==> src/rtl/serial_sync_ctrl_pkg.sv <==
// Shared definitions for the receive-path link synchronisation controller:
// FSM state encodings, the default comma symbol, counter control bundle and
// a helper that sizes counters from their terminal values.
package serial_sync_ctrl_pkg;

    localparam logic [1:0] ST_LOS  = 2'b00;
    localparam logic [1:0] ST_ACQ  = 2'b01;
    localparam logic [1:0] ST_SYNC = 2'b10;
    localparam logic [1:0] ST_ERR  = 2'b11;

    localparam logic [7:0] COMMA_SYMBOL = 8'hBC;

    localparam int LOSS_CNT_W = 8;

    // Increment / clear request pair driven into a sat_counter
    typedef struct packed {
        logic inc;
        logic clr;
    } ctr_ctrl_t;

    // Bits needed to hold values 0..max_value, never less than one bit
    function automatic int ctr_width(input int max_value);
        return (max_value < 2) ? 1 : $clog2(max_value + 1);
    endfunction

endpackage

==> src/rtl/serial_sync_ctrl_sat_counter.sv <==
// Saturating up-counter with synchronous clear. Clear wins over increment,
// and the count sticks at all-ones instead of wrapping.
module sat_counter #(
    parameter int WIDTH = 8
) (
    input  logic             clk_4f,
    input  logic             reset_L,
    input  logic             inc,
    input  logic             clr,
    output logic [WIDTH-1:0] count
);

    // Count register: clear has priority, increment stops at all-ones
    always_ff @(posedge clk_4f or negedge reset_L) begin
        if (!reset_L) begin
            count <= '0;
        end else if (clr) begin
            count <= '0;
        end else if (inc && (count != '1)) begin
            count <= count + 1'b1;
        end
    end

endmodule

==> src/rtl/serial_sync_ctrl.sv <==
// Byte-rate link synchronisation controller sitting behind the
// serial-to-parallel converter. It hunts for alignment by counting
// consecutive comma bytes, asks the converter to slip a bit while it sees
// no commas, forwards payload bytes once aligned, and falls back to hunting
// after repeated symbol errors.
module serial_sync_ctrl
    import serial_sync_ctrl_pkg::*;
#(
    parameter logic [7:0] COMMA          = COMMA_SYMBOL,
    parameter int         COMMAS_TO_SYNC = 4,
    parameter int         SLIP_TIMEOUT   = 16,
    parameter int         ERRS_TO_LOSE   = 3,
    parameter int         GOOD_TO_CLEAR  = 8
) (
    input  logic                  clk_4f,
    input  logic                  reset_L,
    input  logic [7:0]            data_in,
    input  logic                  data_in_valid,
    input  logic                  symbol_err,
    output logic [7:0]            data_out,
    output logic                  valid_out,
    output logic                  sync_ok,
    output logic                  slip,
    output logic [1:0]            state_out,
    output logic [LOSS_CNT_W-1:0] loss_cnt
);

    localparam int COMMA_W = ctr_width(COMMAS_TO_SYNC);
    localparam int TMO_W   = ctr_width(SLIP_TIMEOUT - 1);
    localparam int ERR_W   = ctr_width(ERRS_TO_LOSE);
    localparam int GOOD_W  = ctr_width(GOOD_TO_CLEAR);

    // Counter values seen on the byte that completes each threshold
    localparam logic [COMMA_W-1:0] COMMA_LAST = COMMA_W'(COMMAS_TO_SYNC - 1);
    localparam logic [TMO_W-1:0]   TMO_LAST   = TMO_W'(SLIP_TIMEOUT - 1);
    localparam logic [ERR_W-1:0]   ERR_LAST   = ERR_W'(ERRS_TO_LOSE - 1);
    localparam logic [GOOD_W-1:0]  GOOD_LAST  = GOOD_W'(GOOD_TO_CLEAR - 1);

    logic [1:0]         state;
    logic [1:0]         state_nxt;
    logic [COMMA_W-1:0] comma_cnt;
    logic [COMMA_W-1:0] comma_cnt_nxt;
    logic [TMO_W-1:0]   tmo_cnt;
    logic [TMO_W-1:0]   tmo_cnt_nxt;
    logic [ERR_W-1:0]   err_cnt;
    logic [GOOD_W-1:0]  good_cnt;
    logic               slip_nxt;
    logic [7:0]         data_out_nxt;
    logic               valid_out_nxt;
    ctr_ctrl_t          err_ctl;
    ctr_ctrl_t          good_ctl;
    ctr_ctrl_t          loss_ctl;

    logic is_comma;
    logic is_good;

    // An errored comma is treated like any other non-comma byte
    assign is_comma = data_in_valid && (data_in == COMMA) && !symbol_err;
    assign is_good  = data_in_valid && !symbol_err;

    // Aligned whenever the state register sits in SYNC or ERR
    assign sync_ok   = state[1];
    assign state_out = state;

    // Next state, counter updates and slip request; nothing moves on idle cycles
    always_comb begin
        state_nxt     = state;
        comma_cnt_nxt = comma_cnt;
        tmo_cnt_nxt   = tmo_cnt;
        slip_nxt      = 1'b0;
        err_ctl       = '0;
        good_ctl      = '0;
        loss_ctl      = '0;

        if (data_in_valid) begin
            case (state)
                ST_LOS: begin
                    if (is_comma) begin
                        tmo_cnt_nxt = '0;
                        if (COMMAS_TO_SYNC == 1) begin
                            state_nxt     = ST_SYNC;
                            comma_cnt_nxt = '0;
                        end else begin
                            state_nxt     = ST_ACQ;
                            comma_cnt_nxt = COMMA_W'(1);
                        end
                    end else if (tmo_cnt == TMO_LAST) begin
                        slip_nxt    = 1'b1;
                        tmo_cnt_nxt = '0;
                    end else begin
                        tmo_cnt_nxt = tmo_cnt + 1'b1;
                    end
                end
                ST_ACQ: begin
                    if (is_comma) begin
                        if (comma_cnt == COMMA_LAST) begin
                            state_nxt     = ST_SYNC;
                            comma_cnt_nxt = '0;
                        end else begin
                            comma_cnt_nxt = comma_cnt + 1'b1;
                        end
                    end else begin
                        state_nxt     = ST_LOS;
                        comma_cnt_nxt = '0;
                        tmo_cnt_nxt   = '0;
                    end
                end
                ST_SYNC: begin
                    if (symbol_err) begin
                        good_ctl.clr = 1'b1;
                        if (ERRS_TO_LOSE == 1) begin
                            state_nxt    = ST_LOS;
                            err_ctl.clr  = 1'b1;
                            loss_ctl.inc = 1'b1;
                        end else begin
                            state_nxt   = ST_ERR;
                            err_ctl.inc = 1'b1;
                        end
                    end
                end
                default: begin
                    if (symbol_err) begin
                        good_ctl.clr = 1'b1;
                        if (err_cnt == ERR_LAST) begin
                            state_nxt    = ST_LOS;
                            err_ctl.clr  = 1'b1;
                            loss_ctl.inc = 1'b1;
                        end else begin
                            err_ctl.inc = 1'b1;
                        end
                    end else if (good_cnt == GOOD_LAST) begin
                        state_nxt    = ST_SYNC;
                        err_ctl.clr  = 1'b1;
                        good_ctl.clr = 1'b1;
                    end else begin
                        good_ctl.inc = 1'b1;
                    end
                end
            endcase
        end
    end

    // Payload gating: clean non-comma bytes pass while aligned, other presented bytes zero the output
    always_comb begin
        data_out_nxt  = data_out;
        valid_out_nxt = 1'b0;
        if (data_in_valid) begin
            if (sync_ok && is_good && (data_in != COMMA)) begin
                data_out_nxt  = data_in;
                valid_out_nxt = 1'b1;
            end else begin
                data_out_nxt = 8'h00;
            end
        end
    end

    // State, acquisition/timeout counters and registered outputs
    always_ff @(posedge clk_4f or negedge reset_L) begin
        if (!reset_L) begin
            state     <= ST_LOS;
            comma_cnt <= '0;
            tmo_cnt   <= '0;
            slip      <= 1'b0;
            data_out  <= 8'h00;
            valid_out <= 1'b0;
        end else begin
            state     <= state_nxt;
            comma_cnt <= comma_cnt_nxt;
            tmo_cnt   <= tmo_cnt_nxt;
            slip      <= slip_nxt;
            data_out  <= data_out_nxt;
            valid_out <= valid_out_nxt;
        end
    end

    sat_counter #(.WIDTH(ERR_W)) u_err_cnt (
        .clk_4f  (clk_4f),
        .reset_L (reset_L),
        .inc     (err_ctl.inc),
        .clr     (err_ctl.clr),
        .count   (err_cnt)
    );

    sat_counter #(.WIDTH(GOOD_W)) u_good_cnt (
        .clk_4f  (clk_4f),
        .reset_L (reset_L),
        .inc     (good_ctl.inc),
        .clr     (good_ctl.clr),
        .count   (good_cnt)
    );

    sat_counter #(.WIDTH(LOSS_CNT_W)) u_loss_cnt (
        .clk_4f  (clk_4f),
        .reset_L (reset_L),
        .inc     (loss_ctl.inc),
        .clr     (loss_ctl.clr),
        .count   (loss_cnt)
    );

endmodule

==> config.mk <==
export PLATFORM = sky130hd
export DESIGN_NAME = serial_sync_ctrl
export DESIGN_NICKNAME = d
export VERILOG_FILES = /design/src/rtl/serial_sync_ctrl_pkg.sv /design/src/rtl/serial_sync_ctrl_sat_counter.sv /design/src/rtl/serial_sync_ctrl.sv
export SDC_FILE = /design/constraint.sdc
export NUM_CORES = 1
export LEC_CHECK = 0
export ABC_AREA = 1
export CORE_ASPECT_RATIO = 0.8
export CORE_MARGIN = 2
export CORE_UTILIZATION = 38
export DETAILED_ROUTE_END_ITERATION = 8
export GPL_TIMING_DRIVEN = 0
export PLACE_DENSITY = 0.59
export SYNTH_ARGS = -nofsm -noshare
export SYNTH_HDL_FRONTEND = slang
export SYNTH_HIERARCHICAL = 1
export SYNTH_SLANG_ARGS = --single-unit
==> constraint.sdc <==
create_clock -name clk_4f -period 2.2 [get_ports clk_4f]
set_input_delay 0.33 -clock clk_4f [delete_from_list [all_inputs] [get_ports clk_4f]]
set_output_delay 0.33 -clock clk_4f [all_outputs]
set_load 0.02 [all_outputs]
==> results.py, run 1 <==
metrics = {
    "critical_path": {
        "crit_arrival_ns": 2.11,
        "cp-start-kind": "flop",
        "ff2ff_path_depth": 8,
        "cp-end-kind": "flop",
        "timing.rr.start": "state_out[1]",
        "r2r-end": "u_loss_cnt/count[7]",
        "critical_path.max_fanout": 6,
        "cp_data_required_time_ns": 2.39,
        "crit_type": "flop to flop",
        "r2r_slack_ns": 0.27,
    },
    "clock_network": {
        "clock_latency_ns": 0.29,
        "h-tree-depth": 2,
        "cts_made_buffers": 5,
        "ctsHoldBuffers": 0,
        "cts_tree": "built",
        "root_buffer": "clkbuf_8",
        "cts.sinks": 33,
        "clk_path_buf_depth": 2,
        "clkSlewWorstSetupHoldPaths_ns": 0.07,
        "post_cts_buffers": 0,
        "cts_resized": 0,
    },
    "place": {
        "io_buffers": 32,
        "post-dp-hpwl_um": 3130,
        "placed_area_um2": 2440,
        "dpl.cell_count": 378,
        "place_congestion": 0.782,
    },
    "die": {
        "die_w_um": 85.6,
        "io-pin-count": 33,
        "initial_core_util": 0.399,
        "die_area_um2": 5920,
        "fp-row-count": 23,
        "die-height_um": 69.2,
        "core_region_area_um2": 5060,
    },
    "final_layout": {
        "syn2layout_area_growth_pct": 25.1,
        "drive_gt1_frac": 0.108,
        "nNetsFinal": 344,
        "multi_input_area_um2": 1050,
        "final_cells": 386,
        "fillers": 502,
        "final_area_um2": 2530,
        "fin_util": 0.499,
        "n_antenna_cell": 0,
        "ff_latch_area_um2": 826,
    },
    "route": {
        "firstDrtPassIters": 4,
        "totalWireLength_um": 4250,
        "drtIter0Drc": 57,
        "wire_per_inst_um": 11.0,
        "vias": 1829,
        "via_per_inst": 4.74,
        "antenna_left": 0,
        "drc": 0,
    },
    "logic_synthesis": {
        "ys_ff_latch": 33,
        "postSynthCellCount": 278,
        "synth.cell_area_um2": 2020,
        "seq_area_frac_synth": 0.408,
        "ys_warn_count": 6,
        "syn_avg_cell_area_um2": 7.27,
        "synth_cell_types": 27,
    },
    "timing": {
        "rsz0062_at_grt": "no",
        "worst_hold_slack_ns": 0.0967,
        "fmax_mhz": 519,
        "hold_viol": 0,
        "clock_skew_ns": 0.00323,
        "period_share": 0.875,
        "layout_min_cycle_time_ns": 1.93,
        "final-setup-viol-count": 0,
        "worst_pin_slew_ns": 0.738,
        "timing.setup.tns_ns": 0,
        "slew_viol_final": 0,
        "slew_headroom": 0.508,
    },
    "run": {
        "maxCapViolCount": 0,
    },
    "status": {
        "status": "completed",
    },
    "power": {
        "powerDensity_nw_per_um2": 767,
        "max-vdd-ir-drop_uv": 464,
        "p_leak_nw": 1.30,
    },
    "global_route": {
        "grt_overflow": 0,
        "grt_usage": 0.155,
        "grt_pass1_vias": 1642,
        "grt_max_degree": 34,
        "grt_pass1_wl_um": 7370,
        "antenna_found_initial": 0,
    },
    "hold_path": {
        "hold_class": "primary input to asynchronous set/reset pin",
    },
}
[per-stage QoR]
stage	power (mW)	setup slack, ns
floorplan	1.28	0.429
global placement	1.48	-0.139
detailed placement	1.49	-0.131
CTS	1.96	0.140
global route	2.11	0.0526
finish	1.94	0.275
[registers in the layout, indices dropped and copies added (netlist names)]
register	cells
u_loss_cnt/count	8
u_good_cnt/count	4
u_err_cnt/count	2
valid_out	1
state_out	2
comma_cnt	3
data_out	8
tmo_cnt	4
slip	1
[layout make-up]
type	count	area share
Timing Repair Buffer	32	0.125
Multi-Input combinational cell	207	0.415
Clock inverter	3	0.00693
Buffer	2	0.00445
Sequential cell	33	0.327
Inverter	42	0.0643
Clock buffer	5	0.0272
Tap cell	62	0.0307
[cell usage in the layout, fill, tap and decap left out, types with 3 or more instances in the layout]
master,instances
nand4_1,8
nor2_1,21
ha_1,9
conb_1,7
clkdlybuf4s50_1,31
a21oi_1,6
nand2_2,6
nand2_1,94
nor3_1,5
nand3_1,23
inv_1,37
clkbuf_8,5
dfrtp_1,33
o21bai_1,3
o21ai_0,6
nor2_2,5
inv_2,4
[synthesized netlist by cell type]
master,n,share of area
nand3_4,1,0.0087
nor3_1,6,0.015
nor2_2,5,0.015
nand2_1,94,0.17
nand4_2,1,0.0062
o21ai_0,6,0.015
inv_1,37,0.069
o21ai_2,2,0.0087
nand2_2,6,0.019
clkinv_4,1,0.0043
nand4_1,8,0.025
a21oi_2,1,0.0043
nand2_4,2,0.011
o21ai_1,1,0.0025
nor2_1,21,0.039
clkbuf_1,1,0.0019
buf_4,1,0.0037
a21oi_1,6,0.015
ha_1,9,0.056
xor2_1,2,0.0087
conb_1,1,0.0019
nor2_4,1,0.0056
inv_2,4,0.0074
dfrtp_1,33,0.41
o21bai_1,3,0.011
a21boi_0,2,0.0074
nand3_1,23,0.057
[critical path, cell delays in order (launching register included)]
cell and delay, ns:
dfrtp_1 0.45, ha_1 0.30, nand2_1 0.13, nor3_2 0.29
inv_1 0.09, a21oi_1 0.33, nand3_1 0.11, nand2_1 0.09
inv_1 0.04
[report_power, final]
group	switching [mW]	internal [mW]
Clock	0.243	0.218
Sequential	0.107	0.707
Combinational	0.393	0.273
Total	0.742	1.20
[cell families after synthesis]
family                     after synthesis  share of synthesized area
and+or+nand+nor                        168                      0.376
adders and majority gates                9                     0.0557
DFF                                     33                      0.408
AOI/OAI and AO/OA                       21                     0.0637
other                                    1                    0.00185
xor gates and xnor gates                 2                    0.00866
buffers and inverters                   44                     0.0860
[layer usage]
layer,global-route usage,vias to the layer above,routed length (um)
met3,0.0429,7,211
met2,0.221,40,1780
li1,-,954,-
met5,0,-,0
met1,0.227,828,2190
met4,0.0476,0,57
[worst max-delay path by stage]
stage / from / end / slack, ns / depth (start not counted)
after global routing: state_out[1] / u_loss_cnt/count[7] / 0.05 / 8
after floorplan: state_out[1] / u_loss_cnt/count[7] / 0.43 / 8
after detailed placement: symbol_err / u_loss_cnt/count[7] / -0.13 / 8
final: state_out[1] / u_loss_cnt/count[7] / 0.27 / 8
after CTS: state_out[1] / u_loss_cnt/count[7] / 0.14 / 8
after global placement: symbol_err / u_loss_cnt/count[7] / -0.14 / 8
(Power assumes the default switching activity.)
==> run 2, diff against run 1 <==
--- a/config.mk
+++ b/config.mk
@@ -6,11 +6,13 @@
 export NUM_CORES = 1
 export LEC_CHECK = 0
 export ABC_AREA = 1
+export CAP_MARGIN = 20
 export CORE_ASPECT_RATIO = 0.8
 export CORE_MARGIN = 2
 export CORE_UTILIZATION = 38
 export DETAILED_ROUTE_END_ITERATION = 8
 export GPL_TIMING_DRIVEN = 0
+export HOLD_SLACK_MARGIN = 0.08
 export PLACE_DENSITY = 0.59
 export SYNTH_ARGS = -nofsm -noshare
 export SYNTH_HDL_FRONTEND = slang
==> results of run 2 <==
Same layout as run 1: the final DEF is identical, and so are final timing and power.
==> run 3, diff against run 2 <==
--- a/config.mk
+++ b/config.mk
@@ -6,7 +6,6 @@
 export NUM_CORES = 1
 export LEC_CHECK = 0
 export ABC_AREA = 1
-export CAP_MARGIN = 20
 export CORE_ASPECT_RATIO = 0.8
 export CORE_MARGIN = 2
 export CORE_UTILIZATION = 38
==> results of run 3 <==
Same layout as run 1: the final DEF is identical, and so are final timing and power.
